$ cat src/rtl/mux_sel_pkg.sv
// Shared encodings for the 3-source arbiter and its downstream 3:1 mux.
// Holds sel codes, the arbiter state enum, the source index type and helpers.
package mux_sel_pkg;

  typedef logic [1:0] sel_t;

  localparam sel_t SEL_A    = 2'b00;
  localparam sel_t SEL_B    = 2'b01;
  localparam sel_t SEL_C    = 2'b10;
  localparam sel_t SEL_NONE = 2'b11;

  typedef enum logic {
    IDLE,
    GRANT
  } state_t;

  typedef logic [1:0] src_t;

  localparam src_t SRC_A = 2'd0;
  localparam src_t SRC_B = 2'd1;
  localparam src_t SRC_C = 2'd2;

  // Next source in rotation; the unused code folds back to a.
  function automatic src_t rr_next(src_t s);
    src_t n;
    unique case (s)
      SRC_A:   n = SRC_B;
      SRC_B:   n = SRC_C;
      default: n = SRC_A;
    endcase
    return n;
  endfunction

  function automatic sel_t sel_of(src_t s);
    sel_t r;
    unique case (s)
      SRC_A:   r = SEL_A;
      SRC_B:   r = SEL_B;
      SRC_C:   r = SEL_C;
      default: r = SEL_NONE;
    endcase
    return r;
  endfunction

  function automatic logic [2:0] onehot_of(src_t s);
    logic [2:0] r;
    unique case (s)
      SRC_A:   r = 3'b001;
      SRC_B:   r = 3'b010;
      SRC_C:   r = 3'b100;
      default: r = 3'b000;
    endcase
    return r;
  endfunction

endpackage

$ cat src/rtl/mux3_rr_arbiter_rr_pick3.sv
// rr_pick3: combinational rotating pick over three requesters.
// Ports: req[2:0], last (previous winner) -> valid, index (winner).
module rr_pick3
  import mux_sel_pkg::*;
(
  input  logic [2:0] req,
  input  src_t       last,
  output logic       valid,
  output src_t       index
);

  logic [3:0] req4;
  src_t       first;
  src_t       second;

  // Padding keeps the select in range for the unused index code.
  assign req4   = {1'b0, req};
  assign first  = rr_next(last);
  assign second = rr_next(first);
  assign valid  = |req;

  // Scan last+1, last+2, then last itself.
  always_comb begin
    index = last;
    priority case (1'b1)
      req4[first]:  index = first;
      req4[second]: index = second;
      default:      index = last;
    endcase
  end

endmodule

$ cat src/rtl/mux3_rr_arbiter.sv
// Round-robin arbiter driving the select of a downstream 3:1 mux.
// Ports: clk, rst (sync, active high), req[2:0], done -> sel[1:0],
// grant[2:0] (one-hot or 0), busy, timeout (pulse on forced release).
// Optional hold limit: define MUX3_RR_ARBITER_TIMEOUT_EN.
module mux3_rr_arbiter
  import mux_sel_pkg::*;
#(
  parameter int MAX_HOLD = 8
) (
  input  logic       clk,
  input  logic       rst,
  input  logic [2:0] req,
  input  logic       done,
  output logic [1:0] sel,
  output logic [2:0] grant,
  output logic       busy,
  output logic       timeout
);

  if (MAX_HOLD < 1 || MAX_HOLD > 255) begin : g_bad_hold
    $error("MAX_HOLD out of range 1..255");
  end

  state_t     state;
  src_t       last;
  logic [3:0] req4;
  logic       owner_req;
  logic       rel_req;
  logic       pick_valid;
  src_t       pick_idx;
  logic       limit_hit;

  rr_pick3 u_pick (
    .req   (req),
    .last  (last),
    .valid (pick_valid),
    .index (pick_idx)
  );

  // In GRANT, last always names the current owner.
  assign req4      = {1'b0, req};
  assign owner_req = req4[last];
  assign rel_req   = done | ~owner_req;

`ifdef MUX3_RR_ARBITER_TIMEOUT_EN
  localparam int CW = $clog2(MAX_HOLD + 1);

  logic [CW-1:0] hold_cnt;

  // hold_cnt = cycles already shown minus one; the limit
  // fires on the cycle the owner completes MAX_HOLD cycles.
  assign limit_hit = (hold_cnt == CW'(MAX_HOLD - 1));

  always_ff @(posedge clk) begin
    if (rst) begin
      hold_cnt <= '0;
    end else if (state == IDLE) begin
      hold_cnt <= '0;
    end else begin
      hold_cnt <= hold_cnt + CW'(1);
    end
  end

  // A normal release in the limit cycle wins over the timeout.
  always_ff @(posedge clk) begin
    if (rst) begin
      timeout <= 1'b0;
    end else begin
      timeout <= (state == GRANT) & ~rel_req & limit_hit;
    end
  end
`else
  assign limit_hit = 1'b0;
  assign timeout   = 1'b0;
`endif

  always_ff @(posedge clk) begin
    if (rst) begin
      state <= IDLE;
      last  <= SRC_C;
      sel   <= SEL_NONE;
      grant <= 3'b000;
      busy  <= 1'b0;
    end else begin
      unique case (state)
        IDLE: begin
          if (pick_valid) begin
            state <= GRANT;
            last  <= pick_idx;
            sel   <= sel_of(pick_idx);
            grant <= onehot_of(pick_idx);
            busy  <= 1'b1;
          end
        end
        GRANT: begin
          // last is kept so the others are scanned first next time.
          if (rel_req | limit_hit) begin
            state <= IDLE;
            sel   <= SEL_NONE;
            grant <= 3'b000;
            busy  <= 1'b0;
          end
        end
      endcase
    end
  end

endmodule

$ cat config.mk
export PLATFORM = sky130hd
export DESIGN_NAME = mux3_rr_arbiter
export DESIGN_NICKNAME = d
export VERILOG_FILES = /design/src/rtl/mux_sel_pkg.sv /design/src/rtl/mux3_rr_arbiter_rr_pick3.sv /design/src/rtl/mux3_rr_arbiter.sv
export SDC_FILE = /design/constraint.sdc
export NUM_CORES = 1
export LEC_CHECK = 0
export ABC_AREA = 1
export BUFFER_PORTS_ARGS = -buffer_cell sky130_fd_sc_hd__buf_2
export CAP_MARGIN = 5
export CORE_MARGIN = 2
export CORE_UTILIZATION = 28
export DETAILED_ROUTE_END_ITERATION = 12
export PLACE_DENSITY = 0.59
export SLEW_MARGIN = 20
export SYNTH_ARGS = -nofsm -noshare
export SYNTH_HDL_FRONTEND = slang
export SYNTH_HIERARCHICAL = 1
export SYNTH_SLANG_ARGS = --single-unit
$ cat constraint.sdc
create_clock -name clk -period 2.2 [get_ports clk]
set_input_delay 0.44 -clock clk [delete_from_list [all_inputs] [get_ports clk]]
set_output_delay 0.44 -clock clk [all_outputs]
set_load 0.005 [all_outputs]
==> impl_results.html, run 1 <==
<table>
<tr><th>Metric</th><th>Value</th></tr>
<tr><th colspan="2">Die</th></tr>
<tr><td>Floorplan core area</td><td>1690 um^2</td></tr>
<tr><td>Standard-cell row count</td><td>15</td></tr>
<tr><td>Die Height</td><td>45.8 um</td></tr>
<tr><td>Area of the die</td><td>2100 um^2</td></tr>
<tr><td>DIE WIDTH</td><td>45.8 um</td></tr>
<tr><td>Starting utilization of the core area</td><td>29.0%</td></tr>
<tr><td>Number of top-level design ports</td><td>13</td></tr>
<tr><th colspan="2">Worst setup path</th></tr>
<tr><td>Crit-path max cell delay</td><td>0.44 ns</td></tr>
<tr><td>Arr. time, crit path</td><td>1.53 ns</td></tr>
<tr><td>Slowest cell on the critical path</td><td>sky130_fd_sc_hd__dfxtp_1</td></tr>
<tr><td>Depth of the worst register-to-register path</td><td>9</td></tr>
<tr><td>Element type at the critical path start</td><td>register</td></tr>
<tr><td>Critical Path, Cell by Cell</td><td>inv_1, nor3_1, nor2_1, nand3_1, nand2_1, inv_1, nor2_4, inv_1, nand4_1</td></tr>
<tr><td>Kind of critical path</td><td>register to register</td></tr>
<tr><td>Worst-path maximum fanout</td><td>6</td></tr>
<tr><td>CP Data Required Time</td><td>2.34 ns</td></tr>
<tr><td>Worst path most repeated cell</td><td>sky130_fd_sc_hd__inv_1</td></tr>
<tr><td>Worst Setup End Kind</td><td>register</td></tr>
<tr><th colspan="2">STA</th></tr>
<tr><td>Fmax achieved</td><td>0.716 GHz</td></tr>
<tr><td>Setup TNS after final layout</td><td>0 ns</td></tr>
<tr><td>Worst clock skew on the final layout</td><td>0.00245 ns</td></tr>
<tr><td>Final min period</td><td>1.40 ns</td></tr>
<tr><td>Post-route setup slack</td><td>0.802 ns</td></tr>
<tr><td>Portion of the clock cycle consumed by the worst path in the final layout</td><td>63.5%</td></tr>
<tr><td>Unrepaired setup endpoints after global routing</td><td>false</td></tr>
<tr><td>Final Max Slew Viols</td><td>0</td></tr>
<tr><td>Setup-failing EPs final</td><td>0</td></tr>
<tr><td>Hold Violations, Final</td><td>0</td></tr>
<tr><th colspan="2">GRT</th></tr>
<tr><td>Pin count of the biggest net entering global routing</td><td>9</td></tr>
<tr><td>First-pass GRT wire length</td><td>1680 um</td></tr>
<tr><td>Antenna violations before repair</td><td>0</td></tr>
<tr><td>Global-route usage over all layers</td><td>11.3%</td></tr>
<tr><td>Vias in the first global route</td><td>419</td></tr>
<tr><td>Remaining Overflow, GRT</td><td>0</td></tr>
<tr><th colspan="2">Logic synthesis</th></tr>
<tr><td>Net count after synthesis</td><td>79</td></tr>
<tr><td>Count of mapped cells out of synthesis</td><td>73</td></tr>
<tr><td>Most area-consuming cells after synthesis</td><td>sky130_fd_sc_hd__dfxtp_1 37%, sky130_fd_sc_hd__nand3_1 12%, sky130_fd_sc_hd__inv_1 11%</td></tr>
<tr><td>Flip-flop and latch count after synthesis</td><td>9</td></tr>
<tr><td>Post-Synthesis Cell Area</td><td>489 um^2</td></tr>
<tr><td>Avg Cell Area, Syn</td><td>6.70 um^2</td></tr>
<tr><td>Count of unique library cells instantiated by Yosys</td><td>19</td></tr>
<tr><td>Post-synthesis sequential area ratio</td><td>36.8%</td></tr>
<tr><td>Yosys top cell by area</td><td>sky130_fd_sc_hd__dfxtp_1</td></tr>
<tr><td>Share of the synthesized area in the top cell type</td><td>36.8%</td></tr>
<tr><td>Number of warnings printed during yosys synthesis</td><td>6</td></tr>
<tr><th colspan="2">Clock tree</th></tr>
<tr><td>Number of buffers created by CTS</td><td>3</td></tr>
<tr><td>Reg clk slew, reported paths</td><td>0.06 ns</td></tr>
<tr><td>H-tree lvl count</td><td>1</td></tr>
<tr><td>Total setup buffers inserted after CTS</td><td>0</td></tr>
<tr><td>Number of sinks handled by clock tree synthesis</td><td>9</td></tr>
<tr><td>Clock latency at the later pin of the worst-skew pair</td><td>0.25 ns</td></tr>
<tr><td>TritonCTS clock tree</td><td>built</td></tr>
<tr><td>Root buf cell</td><td>sky130_fd_sc_hd__clkbuf_4</td></tr>
<tr><td>Clock Tree Buf Depth</td><td>2</td></tr>
<tr><td>Count of hold buffers inserted by post-cts repair</td><td>0</td></tr>
<tr><td>Number of gates given a new drive strength after cts</td><td>0</td></tr>
<tr><th colspan="2">Drt</th></tr>
<tr><td>Router iterations before antenna repair</td><td>4</td></tr>
<tr><td>Wirelength per Cell</td><td>9.30 um</td></tr>
<tr><td>Initial DRC count</td><td>11</td></tr>
<tr><td># DRC</td><td>0</td></tr>
<tr><td>Total wire length</td><td>967 um</td></tr>
<tr><td>Number of vias in the routed layout</td><td>476</td></tr>
<tr><td>Antenna viol nets, final</td><td>0</td></tr>
<tr><td>Via density</td><td>4.58</td></tr>
<tr><th colspan="2">Placement</th></tr>
<tr><td>Placement Setup Slack</td><td>0.742 ns</td></tr>
<tr><td>Placer Congestion</td><td>0.803</td></tr>
<tr><td>Half-perimeter wire length after placement</td><td>775 um</td></tr>
<tr><td>Count of input and output buffers</td><td>11</td></tr>
<tr><th colspan="2">Final layout</th></tr>
<tr><td>Count of antenna diodes in the layout</td><td>0</td></tr>
<tr><td>Final Core Density</td><td>34.6%</td></tr>
<tr><td>Ratio of cells with drive above 1 in the final layout</td><td>24.1%</td></tr>
<tr><td>Area added between synthesis and finish</td><td>19.4%</td></tr>
<tr><td>Most frequent standard cell in the layout excluding fill and tap cells</td><td>sky130_fd_sc_hd__inv_1</td></tr>
<tr><td>Number of nets in the final layout</td><td>94</td></tr>
<tr><td>Commonest non-fill, non-tap cells in the layout</td><td>14 x sky130_fd_sc_hd__inv_1, 13 x sky130_fd_sc_hd__nand2_1, 12 x sky130_fd_sc_hd__nand3_1</td></tr>
<tr><th colspan="2">Run</th></tr>
<tr><td>Max-Cap Viols</td><td>0</td></tr>
<tr><th colspan="2">Run status</th></tr>
<tr><td>Run status</td><td>complete, no violations</td></tr>
<tr><th colspan="2">Hold path</th></tr>
<tr><td>Worst hold path type</td><td>input pin to register</td></tr>
<tr><td>Worst hold path stage count</td><td>2</td></tr>
<tr><th colspan="2">Pwr</th></tr>
<tr><td>Total leakage power</td><td>0.308 nW</td></tr>
<tr><td>Power per unit of standard cell area</td><td>765 nW/um^2</td></tr>
<tr><td>Total design power</td><td>0.000447 W</td></tr>
<tr><td>IR Drop Worst-Case VDD</td><td>0.300 mV</td></tr>
</table>
area by class of cell:
cell class	count	area (um^2)
Tap cell	17	21.3
Clock buffer	4	26.3
Multi-Input combinational cell	48	245
Sequential cell	9	180
Timing Repair Buffer	11	55.1
Inverter	15	56.3
Fill cell	188	1100
stage by stage:
step                      std cells  instance area (um^2)  hold slack [ns]
after floorplan                  73                   489            0.466
after global placement          100                   558            0.462
after detailed placement        100                   558            0.456
after CTS                       104                   584            0.389
after global routing            104                   584            0.381
final                           104                   584            0.396
synthesized netlist by cell type (all sizes together):
cell    count
nand3      12
dfxtp       9
conb        1
nand2      15
o21bai      1
nand4       1
a21oi       5
nand3b      1
nor2        8
a21boi      1
nor3        1
o21ai       2
buf         1
inv        15
report_power, final:
group          internal [W]  switching, W  total [W]
Combinational     0.0000489     0.0000727   0.000122
Sequential         0.000184     0.0000176   0.000202
Clock             0.0000697     0.0000539   0.000124
path summary, 6_finish.rpt:
kind	start	endpoint	slack, ns
setup / recovery	last[0]	sel[0]	0.80
hold / removal	rst	grant[1]	0.40
setup reg to reg	last[0]	sel[0]	0.80
hold reg to reg	sel[0]	sel[0]	0.48
critical path: cells and delay by family, from the launching register on:
kind          cells  cell delay, ns
flops             1            0.44
simple gates      6            0.56
buf+inv           3            0.28
kinds of logic after synthesis:
kind of cell	Yosys count	synth area share, %
buf+inv	16	13.0
flops	9	36.8
compound gates	9	11.0
simple gates	38	38.4
other cells	1	0.767
flip-flops by register name, summed over array words and instances, names as in the netlist:
name	flops
grant	3
sel	2
last	2
busy	1
state	1
layer usage:
layer	wire [um]	up-vias	global-route usage (%)
li1	-	256	-
met1	484	208	15.0
met2	430	8	15.8
met3	28	4	2.38
met4	24	0	8.57
met5	0	-	0
Power figures use the tool's default switching activity.
==> inputs of run 2 (changes only) <==
clock period = 1.4 ns   (was 2.2 ns; I/O delays follow)
==> impl_results.html, run 2 (same netlist as run 1, synthesis figures left out) <==
<table>
<tr><th>Metric</th><th>Value</th></tr>
<tr><th colspan="2">Placement</th></tr>
<tr><td>Half-perimeter wire length after placement</td><td>748 um (-3.5%)</td></tr>
<tr><td>Number of placed instances with taps included</td><td>100 (unchanged)</td></tr>
<tr><td>Placed cell area</td><td>558 um^2 (unchanged)</td></tr>
<tr><td>Count of input and output buffers</td><td>11 (unchanged)</td></tr>
<tr><td>Placement Setup Slack</td><td>-0.00633 ns (-0.749 ns)</td></tr>
<tr><td>Placer Congestion</td><td>0.848 (+5.6%)</td></tr>
<tr><th colspan="2">Final layout</th></tr>
<tr><td>Ratio of cells with drive above 1 in the final layout</td><td>29.9% (+5.7 points)</td></tr>
<tr><td>Register with the most flip-flops</td><td>grant</td></tr>
<tr><td>Regs by FF count</td><td>grant x3, last x2, sel x2</td></tr>
<tr><td>Number of nets in the final layout</td><td>94 (unchanged)</td></tr>
<tr><td>Count of antenna diodes in the layout</td><td>0 (unchanged)</td></tr>
<tr><td>Final instance count without filler cells</td><td>104 (unchanged)</td></tr>
<tr><td>Post-layout instance area</td><td>606 um^2 (+3.6%)</td></tr>
<tr><td>Max reg flops</td><td>3 (unchanged)</td></tr>
<tr><td>Commonest non-fill, non-tap cells in the layout</td><td>13 x sky130_fd_sc_hd__inv_1, 13 x sky130_fd_sc_hd__nand2_1, 12 x sky130_fd_sc_hd__nand3_1</td></tr>
<tr><td>Area added between synthesis and finish</td><td>23.8%</td></tr>
<tr><th colspan="2">STA</th></tr>
<tr><td>Worst clock skew on the final layout</td><td>0.00316 ns (+0.000708 ns)</td></tr>
<tr><td>Final min period</td><td>1.27 ns (-0.127 ns)</td></tr>
<tr><td>Final Max Slew Viols</td><td>0 (unchanged)</td></tr>
<tr><td>Post-route setup slack</td><td>0.129 ns (-0.673 ns)</td></tr>
<tr><td>Hold Violations, Final</td><td>0 (unchanged)</td></tr>
<tr><td>Setup-failing EPs final</td><td>0 (unchanged)</td></tr>
<tr><td>Unrepaired setup endpoints after global routing</td><td>false</td></tr>
<tr><td>Setup TNS after final layout</td><td>0 ns (unchanged)</td></tr>
<tr><td>Portion of the clock cycle consumed by the worst path in the final layout</td><td>90.8% (+27 points)</td></tr>
<tr><td>Fmax achieved</td><td>0.787 GHz (+10%)</td></tr>
<tr><th colspan="2">Clock tree</th></tr>
<tr><td>Root buf cell</td><td>sky130_fd_sc_hd__clkbuf_4</td></tr>
<tr><td>Reg clk slew, reported paths</td><td>0.06 ns (about the same)</td></tr>
<tr><td>H-tree lvl count</td><td>1 (unchanged)</td></tr>
<tr><td>Clock Tree Buf Depth</td><td>2 (unchanged)</td></tr>
<tr><td>Clock latency at the later pin of the worst-skew pair</td><td>0.26 ns (about the same)</td></tr>
<tr><td>Count of hold buffers inserted by post-cts repair</td><td>0 (unchanged)</td></tr>
<tr><td>Total setup buffers inserted after CTS</td><td>0 (unchanged)</td></tr>
<tr><td>Number of sinks handled by clock tree synthesis</td><td>9 (unchanged)</td></tr>
<tr><td>Number of buffers created by CTS</td><td>3 (unchanged)</td></tr>
<tr><td>TritonCTS clock tree</td><td>built</td></tr>
<tr><th colspan="2">Die</th></tr>
<tr><td>DIE WIDTH</td><td>45.8 um (unchanged)</td></tr>
<tr><td>Number of top-level design ports</td><td>13 (unchanged)</td></tr>
<tr><td>Floorplan core area</td><td>1690 um^2 (unchanged)</td></tr>
<tr><td>Starting utilization of the core area</td><td>29.0% (unchanged)</td></tr>
<tr><td>Area of the die</td><td>2100 um^2 (unchanged)</td></tr>
<tr><td>Die Height</td><td>45.8 um (unchanged)</td></tr>
<tr><td>Standard-cell row count</td><td>15 (unchanged)</td></tr>
<tr><th colspan="2">Drt</th></tr>
<tr><td>Wirelength per Cell</td><td>9.49 um (+2.1%)</td></tr>
<tr><td>Initial DRC count</td><td>9 (-2)</td></tr>
<tr><td>Router iterations before antenna repair</td><td>4 (unchanged)</td></tr>
<tr><td>Via density</td><td>4.57 (-0.21%)</td></tr>
<tr><td># DRC</td><td>0 (unchanged)</td></tr>
<tr><td>Total wire length</td><td>987 um (+2.1%)</td></tr>
<tr><td>Antenna viol nets, final</td><td>0 (unchanged)</td></tr>
<tr><td>Number of vias in the routed layout</td><td>475 (-0.21%)</td></tr>
<tr><th colspan="2">GRT</th></tr>
<tr><td>Vias in the first global route</td><td>410 (-2.1%)</td></tr>
<tr><td>Pin count of the biggest net entering global routing</td><td>9 (unchanged)</td></tr>
<tr><td>First-pass GRT wire length</td><td>1700 um (+1.2%)</td></tr>
<tr><td>Global-route usage over all layers</td><td>11.2% (-0.063 points)</td></tr>
<tr><td>Remaining Overflow, GRT</td><td>0 (unchanged)</td></tr>
<tr><td>Antenna violations before repair</td><td>0 (unchanged)</td></tr>
<tr><th colspan="2">Worst setup path</th></tr>
<tr><td>Crit-path max cell delay</td><td>0.37 ns (-0.07 ns)</td></tr>
<tr><td>Worst flop-to-flop path endpoint</td><td>sel[1]</td></tr>
<tr><td>Worst path most repeated cell</td><td>sky130_fd_sc_hd__inv_1</td></tr>
<tr><td>Worst Setup End Kind</td><td>register</td></tr>
<tr><td>Worst path top cell family by delay</td><td>compound AO/OA/AOI/OAI gates</td></tr>
<tr><td>Setup slack, reg-to-reg</td><td>0.13 ns (-0.67 ns)</td></tr>
<tr><td>Kind of critical path</td><td>register to register</td></tr>
<tr><td>Arr. time, crit path</td><td>1.41 ns (-0.12 ns)</td></tr>
<tr><td>Critical Path, Cell by Cell</td><td>nand2_1, a21boi_0, o21bai_2, inv_1, o21ai_1, inv_1, nand3_1</td></tr>
<tr><td>CP Buf/Inv Count</td><td>2 (-1)</td></tr>
<tr><td>Worst flop-to-flop path startpoint</td><td>last[1]</td></tr>
<tr><td>Element type at the critical path start</td><td>register</td></tr>
<tr><td>Depth of the worst register-to-register path</td><td>7 (-2)</td></tr>
<tr><td>CP Data Required Time</td><td>1.54 ns (-0.80 ns)</td></tr>
<tr><td>Worst-path maximum fanout</td><td>7 (+1)</td></tr>
<tr><td>Slowest cell on the critical path</td><td>sky130_fd_sc_hd__dfxtp_4</td></tr>
<tr><th colspan="2">Pwr</th></tr>
<tr><td>Total leakage power</td><td>0.314 nW (+1.8%)</td></tr>
<tr><td>IR Drop Worst-Case VDD</td><td>0.593 mV (+98%)</td></tr>
<tr><td>Portion of total power attributed to sequential cells</td><td>44.4% (-0.7 points)</td></tr>
<tr><td>Fraction of power spent switching nets</td><td>33.3% (+1.1 points)</td></tr>
<tr><td>Combinational Power Share</td><td>27.9% (+0.7 points)</td></tr>
<tr><td>Cell-internal power</td><td>0.000483 W (+59%)</td></tr>
<tr><td>Clock power share</td><td>27.7% (about the same)</td></tr>
<tr><td>Power per unit of standard cell area</td><td>1200 nW/um^2 (+56%)</td></tr>
<tr><td>Net load switching power</td><td>0.000241 W (+67%)</td></tr>
<tr><th colspan="2">Hold path</th></tr>
<tr><td>Hold endpoint</td><td>grant[1]</td></tr>
<tr><td>Worst hold path type</td><td>input pin to register</td></tr>
<tr><td>Worst hold path stage count</td><td>2 (unchanged)</td></tr>
<tr><td>Start point of the worst min-delay path</td><td>rst</td></tr>
<tr><th colspan="2">Run</th></tr>
<tr><td>Max-Cap Viols</td><td>0 (unchanged)</td></tr>
<tr><th colspan="2">Run status</th></tr>
<tr><td>Run status</td><td>complete, no violations</td></tr>
</table>
==> run 2: cell counts in the layout (fill, tap and decap cells not counted) <==
Identical to the previous run, type by type.
==> run 2: through the flow <==
step / hold WS (ns) / power [W] / utilization (%)
2_1_floorplan: 0.342 / 0.000458 / -
3_3_place_gp: 0.458 / 0.000512 / 33.0
3_5_place_dp: 0.460 / 0.000514 / 33.0
4_1_cts: 0.225 / 0.000717 / 34.7
5_1_grt: 0.223 / 0.000790 / 35.9
6_report: 0.235 / 0.000724 / 35.9
==> run 2: what timing repair did <==
item,in CTS,in global routing
pin swaps,0,1
gates resized for setup,1,7
endpoints found under the setup margin,1,7
==> run 2: how the worst max path moves through the flow <==
stage / to / depth (start not counted) / startpoint / slack (ns)
3_3_place_gp: sel[0] / 9 / last[0] / 0.05
5_1_grt: sel[1] / 7 / last[1] / 0.03
3_5_place_dp: sel[0] / 9 / last[0] / -0.006
2_1_floorplan: sel[0] / 9 / last[0] / 0.17
6_report: sel[1] / 7 / last[1] / 0.13
4_1_cts: sel[0] / 9 / last[0] / 0.05
==> run 2: final cells by class <==
class	instances	area, um^2
clock buffer	4	26.3
fill	193	1080
inverter	15	56.3
multi-input combinational	48	259
sequential	9	188
tap	17	21.3
timing repair buffer	11	55.1
==> run 2: per-layer routing <==
metal	vias up	GRT usage (%)	wire, um
met1	206	16.5	524
met3	2	2.38	31
li1	259	-	-
met5	-	0	0
met4	0	6.86	10
met2	8	14.6	421
==> run 2: worst reg2reg max path, delay by kind of cell (launching register included) <==
kind | cells | cell delay (ns)
compound gates | 3 | 0.45
simple gates | 2 | 0.16
flops | 1 | 0.37
buf+inv | 2 | 0.17
==> run 2: power by group through the flow <==
stage	logic, W	registers (W)	clock network [W]
finish	0.000202	0.000321	0.000201
global route	0.000233	0.000328	0.000229
CTS	0.000193	0.000317	0.000207
detailed placement	0.000192	0.000322	0
global placement	0.000190	0.000322	0
floorplan	0.000136	0.000322	0
==> inputs of run 3 (changes only) <==
BUFFER_PORTS_ARGS = default   (was -buffer_cell sky130_fd_sc_hd__buf_2)
DONT_BUFFER_PORTS = 1   (was default)
PLACE_DENSITY = 0.52   (was 0.59)
==> impl_results.html, run 3 (same netlist as run 1, synthesis figures left out) <==
<table>
<tr><th>Metric</th><th>Value</th></tr>
<tr><th colspan="2">GRT</th></tr>
<tr><td>Global-route usage over all layers</td><td>10.7% (-0.57 points)</td></tr>
<tr><td>First-pass GRT wire length</td><td>1570 um (-7.7%)</td></tr>
<tr><td>Pin count of the biggest net entering global routing</td><td>9 (unchanged)</td></tr>
<tr><td>Remaining Overflow, GRT</td><td>0 (unchanged)</td></tr>
<tr><td>Antenna violations before repair</td><td>0 (unchanged)</td></tr>
<tr><td>Vias in the first global route</td><td>383 (-6.6%)</td></tr>
<tr><th colspan="2">Drt</th></tr>
<tr><td>Initial DRC count</td><td>27 (+18)</td></tr>
<tr><td>Antenna viol nets, final</td><td>0 (unchanged)</td></tr>
<tr><td># DRC</td><td>0 (unchanged)</td></tr>
<tr><td>Routed wl met2</td><td>391 um (-7.1%)</td></tr>
<tr><td>Via density</td><td>4.82 (+5.5%)</td></tr>
<tr><td>Met1 routed wirelength after detailed routing</td><td>471 um (-10%)</td></tr>
<tr><td>Uppermost signal routing layer after detailed routing</td><td>met4</td></tr>
<tr><td>Total wire length</td><td>982 um (-0.51%)</td></tr>
<tr><td>Number of vias in the routed layout</td><td>448 (-5.7%)</td></tr>
<tr><td>Wirelength per Cell</td><td>10.6 um (+11%)</td></tr>
<tr><td>Router iterations before antenna repair</td><td>4 (unchanged)</td></tr>
<tr><td>Met3 wire length</td><td>96 um (+210%)</td></tr>
<tr><th colspan="2">Worst setup path</th></tr>
<tr><td>Critical Path, Cell by Cell</td><td>nor2_4, nand2_1, nand3_1, nand2_1, nand3_1, nand2_1, inv_2, nor2_4, inv_1, nand4_1</td></tr>
<tr><td>Depth of the worst register-to-register path</td><td>10 (+3)</td></tr>
<tr><td>Slowest cell on the critical path</td><td>sky130_fd_sc_hd__dfxtp_4</td></tr>
<tr><td>Worst path most repeated cell</td><td>sky130_fd_sc_hd__nand2_1</td></tr>
<tr><td>Element type at the critical path start</td><td>register</td></tr>
<tr><td>Crit-path max cell delay</td><td>0.37 ns (about the same)</td></tr>
<tr><td>CP Data Required Time</td><td>1.54 ns (about the same)</td></tr>
<tr><td>Worst flop-to-flop path endpoint</td><td>sel[0]</td></tr>
<tr><td>Arr. time, crit path</td><td>1.39 ns (-0.02 ns)</td></tr>
<tr><td>Worst Setup End Kind</td><td>register</td></tr>
<tr><td>Worst flop-to-flop path startpoint</td><td>last[1]</td></tr>
<tr><td>Setup slack, reg-to-reg</td><td>0.14 ns (+0.02 ns)</td></tr>
<tr><td>Worst path top cell family by delay</td><td>simple AND/OR/NAND/NOR gates</td></tr>
<tr><td>CP Buf/Inv Count</td><td>2 (unchanged)</td></tr>
<tr><td>Kind of critical path</td><td>register to register</td></tr>
<tr><td>Worst-path maximum fanout</td><td>7 (unchanged)</td></tr>
<tr><th colspan="2">Final layout</th></tr>
<tr><td>Area added between synthesis and finish</td><td>12.0%</td></tr>
<tr><td>Final Core Density</td><td>32.4% (-3.4 points)</td></tr>
<tr><td>Ratio of cells with drive above 1 in the final layout</td><td>19.7% (-10 points)</td></tr>
<tr><td>Count of antenna diodes in the layout</td><td>0 (unchanged)</td></tr>
<tr><td>Register with the most flip-flops</td><td>grant</td></tr>
<tr><td>Max reg flops</td><td>3 (unchanged)</td></tr>
<tr><td>Regs by FF count</td><td>grant x3, last x2, sel x2</td></tr>
<tr><td>Commonest non-fill, non-tap cells in the layout</td><td>13 x sky130_fd_sc_hd__inv_1, 13 x sky130_fd_sc_hd__nand2_1, 12 x sky130_fd_sc_hd__nand3_1</td></tr>
<tr><td>Number of nets in the final layout</td><td>83 (-12%)</td></tr>
<tr><td>Post-layout instance area</td><td>548 um^2 (-9.5%)</td></tr>
<tr><th colspan="2">STA</th></tr>
<tr><td>Portion of the clock cycle consumed by the worst path in the final layout</td><td>89.7% (-1.1 points)</td></tr>
<tr><td>Final Max Slew Viols</td><td>0 (unchanged)</td></tr>
<tr><td>Unrepaired setup endpoints after global routing</td><td>false</td></tr>
<tr><td>Post-route setup slack</td><td>0.144 ns (+0.0151 ns)</td></tr>
<tr><td>Final min period</td><td>1.26 ns (-0.0151 ns)</td></tr>
<tr><td>Worst clock skew on the final layout</td><td>0.00346 ns (+0.000301 ns)</td></tr>
<tr><td>Fmax achieved</td><td>0.796 GHz (+1.2%)</td></tr>
<tr><td>Hold Violations, Final</td><td>0 (unchanged)</td></tr>
<tr><td>Hold Slack</td><td>0.0699 ns (-0.165 ns)</td></tr>
<tr><td>Setup TNS after final layout</td><td>0 ns (unchanged)</td></tr>
<tr><td>Setup-failing EPs final</td><td>0 (unchanged)</td></tr>
<tr><th colspan="2">Pwr</th></tr>
<tr><td>Power per unit of standard cell area</td><td>1270 nW/um^2 (+6.1%)</td></tr>
<tr><td>Total leakage power</td><td>0.268 nW (-15%)</td></tr>
<tr><td>IR Drop Worst-Case VDD</td><td>0.677 mV (+14%)</td></tr>
<tr><th colspan="2">Hold path</th></tr>
<tr><td>Hold endpoint</td><td>last[0]</td></tr>
<tr><td>Worst hold path type</td><td>input pin to register</td></tr>
<tr><td>Start point of the worst min-delay path</td><td>rst</td></tr>
<tr><td>Worst hold path stage count</td><td>1 (-1)</td></tr>
<tr><th colspan="2">Clock tree</th></tr>
<tr><td>Clock latency at the later pin of the worst-skew pair</td><td>0.26 ns (about the same)</td></tr>
<tr><td>Root buf cell</td><td>sky130_fd_sc_hd__clkbuf_4</td></tr>
<tr><td>TritonCTS clock tree</td><td>built</td></tr>
<tr><td>Total setup buffers inserted after CTS</td><td>0 (unchanged)</td></tr>
<tr><td>Number of buffers created by CTS</td><td>3 (unchanged)</td></tr>
<tr><td>Reg clk slew, reported paths</td><td>0.06 ns (about the same)</td></tr>
<tr><td>Count of hold buffers inserted by post-cts repair</td><td>0 (unchanged)</td></tr>
<tr><td>Number of sinks handled by clock tree synthesis</td><td>9 (unchanged)</td></tr>
<tr><td>H-tree lvl count</td><td>1 (unchanged)</td></tr>
<tr><td>Clock Tree Buf Depth</td><td>2 (unchanged)</td></tr>
<tr><td>Number of gates given a new drive strength after cts</td><td>0 (-1)</td></tr>
<tr><th colspan="2">Die</th></tr>
<tr><td>Floorplan core area</td><td>1690 um^2 (unchanged)</td></tr>
<tr><td>Standard-cell row count</td><td>15 (unchanged)</td></tr>
<tr><td>Starting utilization of the core area</td><td>29.0% (unchanged)</td></tr>
<tr><td>DIE WIDTH</td><td>45.8 um (unchanged)</td></tr>
<tr><td>Die Height</td><td>45.8 um (unchanged)</td></tr>
<tr><td>Area of the die</td><td>2100 um^2 (unchanged)</td></tr>
<tr><td>Number of top-level design ports</td><td>13 (unchanged)</td></tr>
<tr><th colspan="2">Run</th></tr>
<tr><td>Max-Cap Viols</td><td>0 (unchanged)</td></tr>
<tr><th colspan="2">Run status</th></tr>
<tr><td>Run status</td><td>complete, no violations</td></tr>
<tr><th colspan="2">Placement</th></tr>
<tr><td>Placer Congestion</td><td>0.733 (-14%)</td></tr>
<tr><td>Half-perimeter wire length after placement</td><td>753 um (+0.67%)</td></tr>
<tr><td>Placement Setup Slack</td><td>0.0366 ns (+0.0429 ns)</td></tr>
<tr><td>Count of input and output buffers</td><td>0 (-11)</td></tr>
<tr><td>Placed cell area</td><td>503 um^2 (-9.9%)</td></tr>
</table>
run 3: cell types whose count changed in the layout (fill, tap and decap cells not counted):
cell / previous run / this run
sky130_fd_sc_hd__buf_2: 11 / 0
sky130_fd_sc_hd__dfxtp_2: 0 / 1
sky130_fd_sc_hd__dfxtp_4: 2 / 1
run 3: worst max path at each step:
stage,from,endpoint,slack [ns],cells past startpoint
4_1_cts,last[0],sel[0],0.01,9
2_1_floorplan,last[0],sel[0],0.17,9
3_5_place_dp,last[0],sel[0],0.04,9
3_3_place_gp,last[1],sel[0],0.05,10
5_1_grt,last[1],sel[0],0.006,10
6_report,last[1],sel[0],0.14,10
run 3: final cells by class:
class                      instances  area, um^2
tap                               17        21.3
multi-input combinational         48         259
sequential                         9         185
inverter                          15        56.3
clock buffer                       4        26.3
fill                             191        1140
run 3: worst register-to-register path, cell delays in order, from the launching register on:
cell	delay, ns
sky130_fd_sc_hd__dfxtp_4	0.37
sky130_fd_sc_hd__nor2_4	0.13
sky130_fd_sc_hd__nand2_1	0.08
sky130_fd_sc_hd__nand3_1	0.09
sky130_fd_sc_hd__nand2_1	0.05
sky130_fd_sc_hd__nand3_1	0.06
sky130_fd_sc_hd__nand2_1	0.06
sky130_fd_sc_hd__inv_2	0.09
sky130_fd_sc_hd__nor2_4	0.04
sky130_fd_sc_hd__inv_1	0.08
sky130_fd_sc_hd__nand4_1	0.09
run 3: metal layers:
| layer | track usage (%) | vias to the layer above |
|---|---|---|
| li1 | - | 234 |
| met1 | 14.8 | 192 |
| met2 | 13.0 | 18 |
| met3 | 4.76 | 4 |
| met4 | 6.86 | 0 |
| met5 | 0 | - |
run 3: per-stage QoR:
stage          power, W  std cells
5_1_grt        0.000738         93
2_1_floorplan  0.000458         73
3_3_place_gp   0.000487         89
4_1_cts        0.000688         93
3_5_place_dp   0.000487         89
6_report       0.000695         93
run 3: power breakdown:
part           total, W  internal [W]  switching [W]  leakage (nW)
clock network  0.000201      0.000110      0.0000907        0.0150
logic          0.000167     0.0000634       0.000104         0.178
registers      0.000328      0.000292      0.0000362        0.0751
